`src/rtl/vc_div_pkg.sv`:
```
// Shared types and constants for the iterative restoring divider.
package vc_div_pkg;

    typedef enum logic [1:0] {
        IDLE = 2'd0,
        CALC = 2'd1,
        DONE = 2'd2
    } state_t;

    // Every quotient bit takes this value on a divide by zero.
    localparam bit DBZ_QUOT_FILL = 1'b1;

endpackage

```
`src/rtl/vc_div_step.sv`:
```
// One restoring division iteration: shift the remainder/quotient pair left,
// trial-subtract the divisor, keep the difference if it is non-negative.
module vc_div_step #(
    parameter int W = 32
) (
    input  logic [W-1:0] rem,
    input  logic [W-1:0] quot,
    input  logic [W-1:0] divisor,
    output logic [W-1:0] rem_next,
    output logic [W-1:0] quot_next
);

    logic [W:0] shifted;
    logic [W:0] trial;

    // NOTE: every output of a combinational block gets a value on every path, so no latch is inferred.
    always_comb begin
        shifted = {rem, quot[W-1]};
        trial   = shifted - {1'b0, divisor};
        if (!trial[W]) begin
            rem_next  = trial[W-1:0];
            quot_next = {quot[W-2:0], 1'b1};
        end else begin
            rem_next  = shifted[W-1:0];
            quot_next = {quot[W-2:0], 1'b0};
        end
    end

endmodule

```
`src/rtl/vc_iter_divider.sv`:
```
// Iterative W-bit divider with valid/ready handshakes, W+1 cycle latency.
// Signed mode is built only when VC_ITER_DIVIDER_SIGNED_EN is defined.
module vc_iter_divider
    import vc_div_pkg::*;
#(
    parameter int W = 32
) (
    input  logic         clk,
    input  logic         reset_n,
    input  logic         in_val,
    output logic         in_rdy,
    input  logic [W-1:0] in_a,
    input  logic [W-1:0] in_b,
    input  logic         in_signed,
    output logic         out_val,
    input  logic         out_rdy,
    output logic [W-1:0] out_quot,
    output logic [W-1:0] out_rem
);

    localparam int CW = $clog2(W + 1);

    state_t        state;
    logic [CW-1:0] cnt;
    logic [W-1:0]  rem_r;
    logic [W-1:0]  quot_r;
    logic [W-1:0]  div_r;
    logic [W-1:0]  a_r;
    logic          dbz_r;

    logic [W-1:0]  a_mag;
    logic [W-1:0]  b_mag;
    logic [W-1:0]  rem_step;
    logic [W-1:0]  quot_step;
    logic [W-1:0]  fix_quot;
    logic [W-1:0]  fix_rem;

`ifdef VC_ITER_DIVIDER_SIGNED_EN
    logic neg_q_r;
    logic neg_r_r;
    logic sign_a;
    logic sign_b;

    always_comb begin
        sign_a = in_signed & in_a[W-1];
        sign_b = in_signed & in_b[W-1];
        a_mag  = sign_a ? (~in_a + 1'b1) : in_a;
        b_mag  = sign_b ? (~in_b + 1'b1) : in_b;
    end
`else
    logic unused_signed;
    assign unused_signed = in_signed;
    assign a_mag         = in_a;
    assign b_mag         = in_b;
`endif

    vc_div_step #(.W(W)) u_step (
        .rem       (rem_r),
        .quot      (quot_r),
        .divisor   (div_r),
        .rem_next  (rem_step),
        .quot_next (quot_step)
    );

    // Divide by zero reports the raw dividend as remainder; -2^(W-1)/-1 falls out naturally.
    always_comb begin
        fix_quot = quot_r;
        fix_rem  = rem_r;
        if (dbz_r) begin
            fix_quot = {W{DBZ_QUOT_FILL}};
            fix_rem  = a_r;
        end
`ifdef VC_ITER_DIVIDER_SIGNED_EN
        else begin
            if (neg_q_r) fix_quot = ~quot_r + 1'b1;
            if (neg_r_r) fix_rem  = ~rem_r + 1'b1;
        end
`endif
    end

    // NOTE: sequential state uses non-blocking assignments so every flop samples pre-edge values.
    always_ff @(posedge clk or negedge reset_n) begin
        // NOTE: the datapath registers are plain flops, not memory, so they are all cleared on reset.
        if (!reset_n) begin
            state    <= IDLE;
            cnt      <= '0;
            rem_r    <= '0;
            quot_r   <= '0;
            div_r    <= '0;
            a_r      <= '0;
            dbz_r    <= 1'b0;
`ifdef VC_ITER_DIVIDER_SIGNED_EN
            neg_q_r  <= 1'b0;
            neg_r_r  <= 1'b0;
`endif
            in_rdy   <= 1'b1;
            out_val  <= 1'b0;
            out_quot <= '0;
            out_rem  <= '0;
        end else begin
            case (state)
                IDLE: begin
                    if (in_val) begin
                        rem_r   <= '0;
                        quot_r  <= a_mag;
                        div_r   <= b_mag;
                        a_r     <= in_a;
                        dbz_r   <= (in_b == '0);
`ifdef VC_ITER_DIVIDER_SIGNED_EN
                        neg_q_r <= sign_a ^ sign_b;
                        neg_r_r <= sign_a;
`endif
                        cnt     <= CW'(W);
                        in_rdy  <= 1'b0;
                        state   <= CALC;
                    end
                end
                CALC: begin
                    if (cnt != '0) begin
                        rem_r  <= rem_step;
                        quot_r <= quot_step;
                        cnt    <= cnt - 1'b1;
                    end else begin
                        out_quot <= fix_quot;
                        out_rem  <= fix_rem;
                        out_val  <= 1'b1;
                        state    <= DONE;
                    end
                end
                DONE: begin
                    if (out_rdy) begin
                        out_val  <= 1'b0;
                        out_quot <= '0;
                        out_rem  <= '0;
                        in_rdy   <= 1'b1;
                        state    <= IDLE;
                    end
                end
                default: begin
                    state   <= IDLE;
                    in_rdy  <= 1'b1;
                    out_val <= 1'b0;
                end
            endcase
        end
    end

endmodule

```
`config.mk`:
```
export PLATFORM = sky130hd
export DESIGN_NAME = vc_iter_divider
export DESIGN_NICKNAME = d
export VERILOG_FILES = /design/src/rtl/vc_div_pkg.sv /design/src/rtl/vc_div_step.sv /design/src/rtl/vc_iter_divider.sv
export SDC_FILE = /design/constraint.sdc
export NUM_CORES = 1
export LEC_CHECK = 0
export ABC_AREA = 1
export BUFFER_PORTS_ARGS = -buffer_cell sky130_fd_sc_hd__buf_2
export CORE_UTILIZATION = 64
export DETAILED_ROUTE_END_ITERATION = 8
export GPL_TIMING_DRIVEN = 0
export PLACE_DENSITY = 0.89
export SETUP_SLACK_MARGIN = 0.05
export SYNTH_ARGS = -nofsm -noshare
export SYNTH_HDL_FRONTEND = slang
export SYNTH_SLANG_ARGS = --single-unit
export TNS_END_PERCENT = 100
```
`constraint.sdc`:
```
create_clock -name clk -period 5.1 [get_ports clk]
set_input_delay 1.02 -clock clk [delete_from_list [all_inputs] [get_ports clk]]
set_output_delay 1.02 -clock clk [all_outputs]
set_load 0.01 [all_outputs]
```
==> flow_metrics.env <==
export IMPL_status="completed"
export IMPL_tightest_slew_ns=0.889
export IMPL_fin_setup_tns_ns=0
export IMPL_htree_levels=1
export IMPL_cts_tree="yes"
export IMPL_rrSetupSlack_ns=2.17
export IMPL_cp_start_kind="register"
export IMPL_drc=0
export IMPL_fin_crit_sh_pct=57.4
export IMPL_ctsResizeCount=0
export IMPL_drt_wirelength_per_cell_um=16.8
export IMPL_cts_sinks=203
export IMPL_core_um2=18000
export IMPL_grt_max_degree=107
export IMPL_drt_initial_drc_count=1006
export IMPL_fin_worst_skew_ns=0.0153
export IMPL_power_per_cell_area_nw_per_um2=832
export IMPL_drt_wl_total_um=34700
export IMPL_fin_area_um2=13500
export IMPL_grt_antenna_before_repair=0
export IMPL_instances_no_fill=2070
export IMPL_fp_dieW_um=138
export IMPL_area_delta_synth_final_pct=14.5
export IMPL_first_global_vias=11408
export IMPL_max_freq_mhz=342
export IMPL_hold_class="register to register"
export IMPL_synthCells=1670
export IMPL_yosys_warnings=0
export IMPL_place_inst=2033
export IMPL_ant_nets=0
export IMPL_maxSlewHeadroom_pct=40.2
export IMPL_power_mw=11.2
export IMPL_drt_pass1_iterations=6
export IMPL_critPathKind="register to register"
export IMPL_cp_max_fo=10
export IMPL_peakVddDrop_mv=0.503
export IMPL_start_util_pct=65.5
export IMPL_crit_chain="inv_1 -> ha_1 -> inv_1 -> fa_1 -> nand2_1 -> nand2_1 -> nand3_1 -> nand2_1 -> nand2_1 -> nand2_1 -> nand2_1 -> nand3_2 -> nand2_2 -> buf_4 -> nand2_1 -> nand3_1 -> nand2_1"
export IMPL_rsz0062_at_grt="no"
export IMPL_hold_buffers=0
export IMPL_post_place_ws_ns=2.25
export IMPL_synth_fp_nets=1774
export IMPL_mostFrequentLayoutCells="nand2_1, inv_1, dfrtp_1"
export IMPL_setup_ws_ns=2.17
export IMPL_drv_slew=0
export IMPL_finalHoldViolCount=0
export IMPL_cp_common_cell="nand2_1"
export IMPL_setup_viol=0
export IMPL_die_h_um=138
export IMPL_yosys_area_top_type="dfrtp_1"
export IMPL_place_hpwl_um=25900
export IMPL_layout_drive_gt1_share_pct=11.5
export IMPL_cts_buffers=21
export IMPL_clock_path_buffers=3
export IMPL_fill_cells=1329
export IMPL_fin_hold_ws_ns=0.485
export IMPL_fin_nets=1931
export IMPL_setup_worst_path_end_class="register"
export IMPL_ys_top_cells_by_area="dfrtp_1, nand2_1, inv_1"
export IMPL_num_rows=49
export IMPL_synth_area_um2=11800
export IMPL_diodes=0
export IMPL_crit_required_ns=5.48
export IMPL_layout_commonest_cell="nand2_1"
export IMPL_ioPinCount=135
export IMPL_ys_ff_latch=203
export IMPL_worst_ep_arrival_time_ns=3.31
export IMPL_syn_area_per_cell_um2=7.04
export IMPL_seq_area_frac_synth_pct=43.2
export IMPL_grt_pass1_wl_um=55600
export IMPL_postCtsSetupBuffers=0
export IMPL_placed_area_um2=12800
export IMPL_port_buffers=133
export IMPL_cts_root_buffer_cell="clkbuf_16"
export IMPL_cts_reportedPaths_clkPinSlew_ns=0.06
export IMPL_max_stage_delay_ns=0.45
export IMPL_grt_usage_pct=38.5
export IMPL_vias=11544
export IMPL_p_leak_nw=7.58
export IMPL_crit_slowest_cell="fa_1"
export IMPL_cap_violations=0
export IMPL_fin_util_pct=75.0
export IMPL_yosysUniqueCellTypes=37
export IMPL_dieArea_um2=18900
export IMPL_vias_per_cell=5.58
export IMPL_worstSkewPairLatency_ns=0.50
export IMPL_overflow=0
export IMPL_yosys_area_top_type_share_pct=43.0
export IMPL_finalCriticalPeriod_ns=2.93
export IMPL_place_congestion=0.989
==> state kept, by name, summed over array words and instances, names as in the netlist <==
name / flops
a_r: 32
div_r: 32
out_quot: 32
out_rem: 32
quot_r: 32
rem_r: 32
cnt: 6
state: 2
dbz_r: 1
in_rdy: 1
out_val: 1
==> critical path, delay by kind of cell, from the launching register on <==
family / cells / cell delay (ns)
AND/OR/NAND/NOR: 12 / 1.28
adder cells (fa/ha/maj): 2 / 0.64
buffers and inverters: 3 / 0.48
flip-flops: 1 / 0.40
==> layout make-up <==
class                           count  area (um2)  area share, %
Clock buffer                       32         617           4.58
Tap cell                          229         287           2.13
Multi-Input combinational cell   1106        5290           39.2
Buffer                             70         307           2.28
Timing Repair Buffer              134         703           5.22
Clock inverter                      5         100          0.743
Sequential cell                   203        5080           37.7
Inverter                          291        1090           8.11
==> power by group <==
| group | switching (mW) | leakage [nW] | total, mW | internal [mW] |
|---|---|---|---|---|
| Combinational | 4.24 | 4.76 | 6.54 | 2.30 |
| Sequential | 0.612 | 2.46 | 3.05 | 2.44 |
| Clock | 0.632 | 0.352 | 1.62 | 0.983 |
==> cells by family after synthesis <==
family                     Yosys count  share of synthesized area (%)
and+or+nand+nor                    810                           28.1
buffers and inverters              361                           11.9
AOI/OAI and AO/OA                  246                           11.9
DFF                                203                           43.2
adders and majority gates           35                           3.79
xor gates and xnor gates            15                           1.12
==> per-layer routing <==
| layer | vias up | share of wire, % | GRT usage, % |
|---|---|---|---|
| met4 | 0 | 5.9 | 22.2 |
| met1 | 5304 | 39 | 47.8 |
| met3 | 134 | 7.7 | 6.00 |
| met2 | 574 | 47 | 63.7 |
| met5 | - | 0 | 0 |
| li1 | 5532 | - | - |
==> cells in the mapped netlist (all sizes together) <==
master / count
xor2: 2
nand4: 19
o211ai: 55
a21oi: 59
nand3b: 16
nand2: 545
clkbuf: 40
nor4: 3
nand3: 71
and3: 1
a21o: 1
nor2: 143
dfstp: 1
nor3: 4
buf: 30
ha: 34
or2: 2
xnor2: 13
fa: 1
inv: 291
o21ai: 110
o21bai: 2
and2: 6
o22ai: 18
a22oi: 1
dfrtp: 202
==> path summary, 6_finish.rpt <==
kind,startpoint,endpoint,cells after the start
max in group asynchronous,reset_n,in_rdy$_DFFE_PN1P_,2
worst min register to register,div_r[3]$_DFFE_PN0P_,div_r[3]$_DFFE_PN0P_,2
worst max-delay path,quot_r[31]$_DFFE_PN0P_,rem_r[4]$_DFFE_PN0P_,17
worst min-delay path,div_r[3]$_DFFE_PN0P_,div_r[3]$_DFFE_PN0P_,2
min in group asynchronous,reset_n,div_r[20]$_DFFE_PN0P_,1
worst max register to register,quot_r[31]$_DFFE_PN0P_,rem_r[4]$_DFFE_PN0P_,17
No activity file was read; power rests on OpenSTA's default activity.
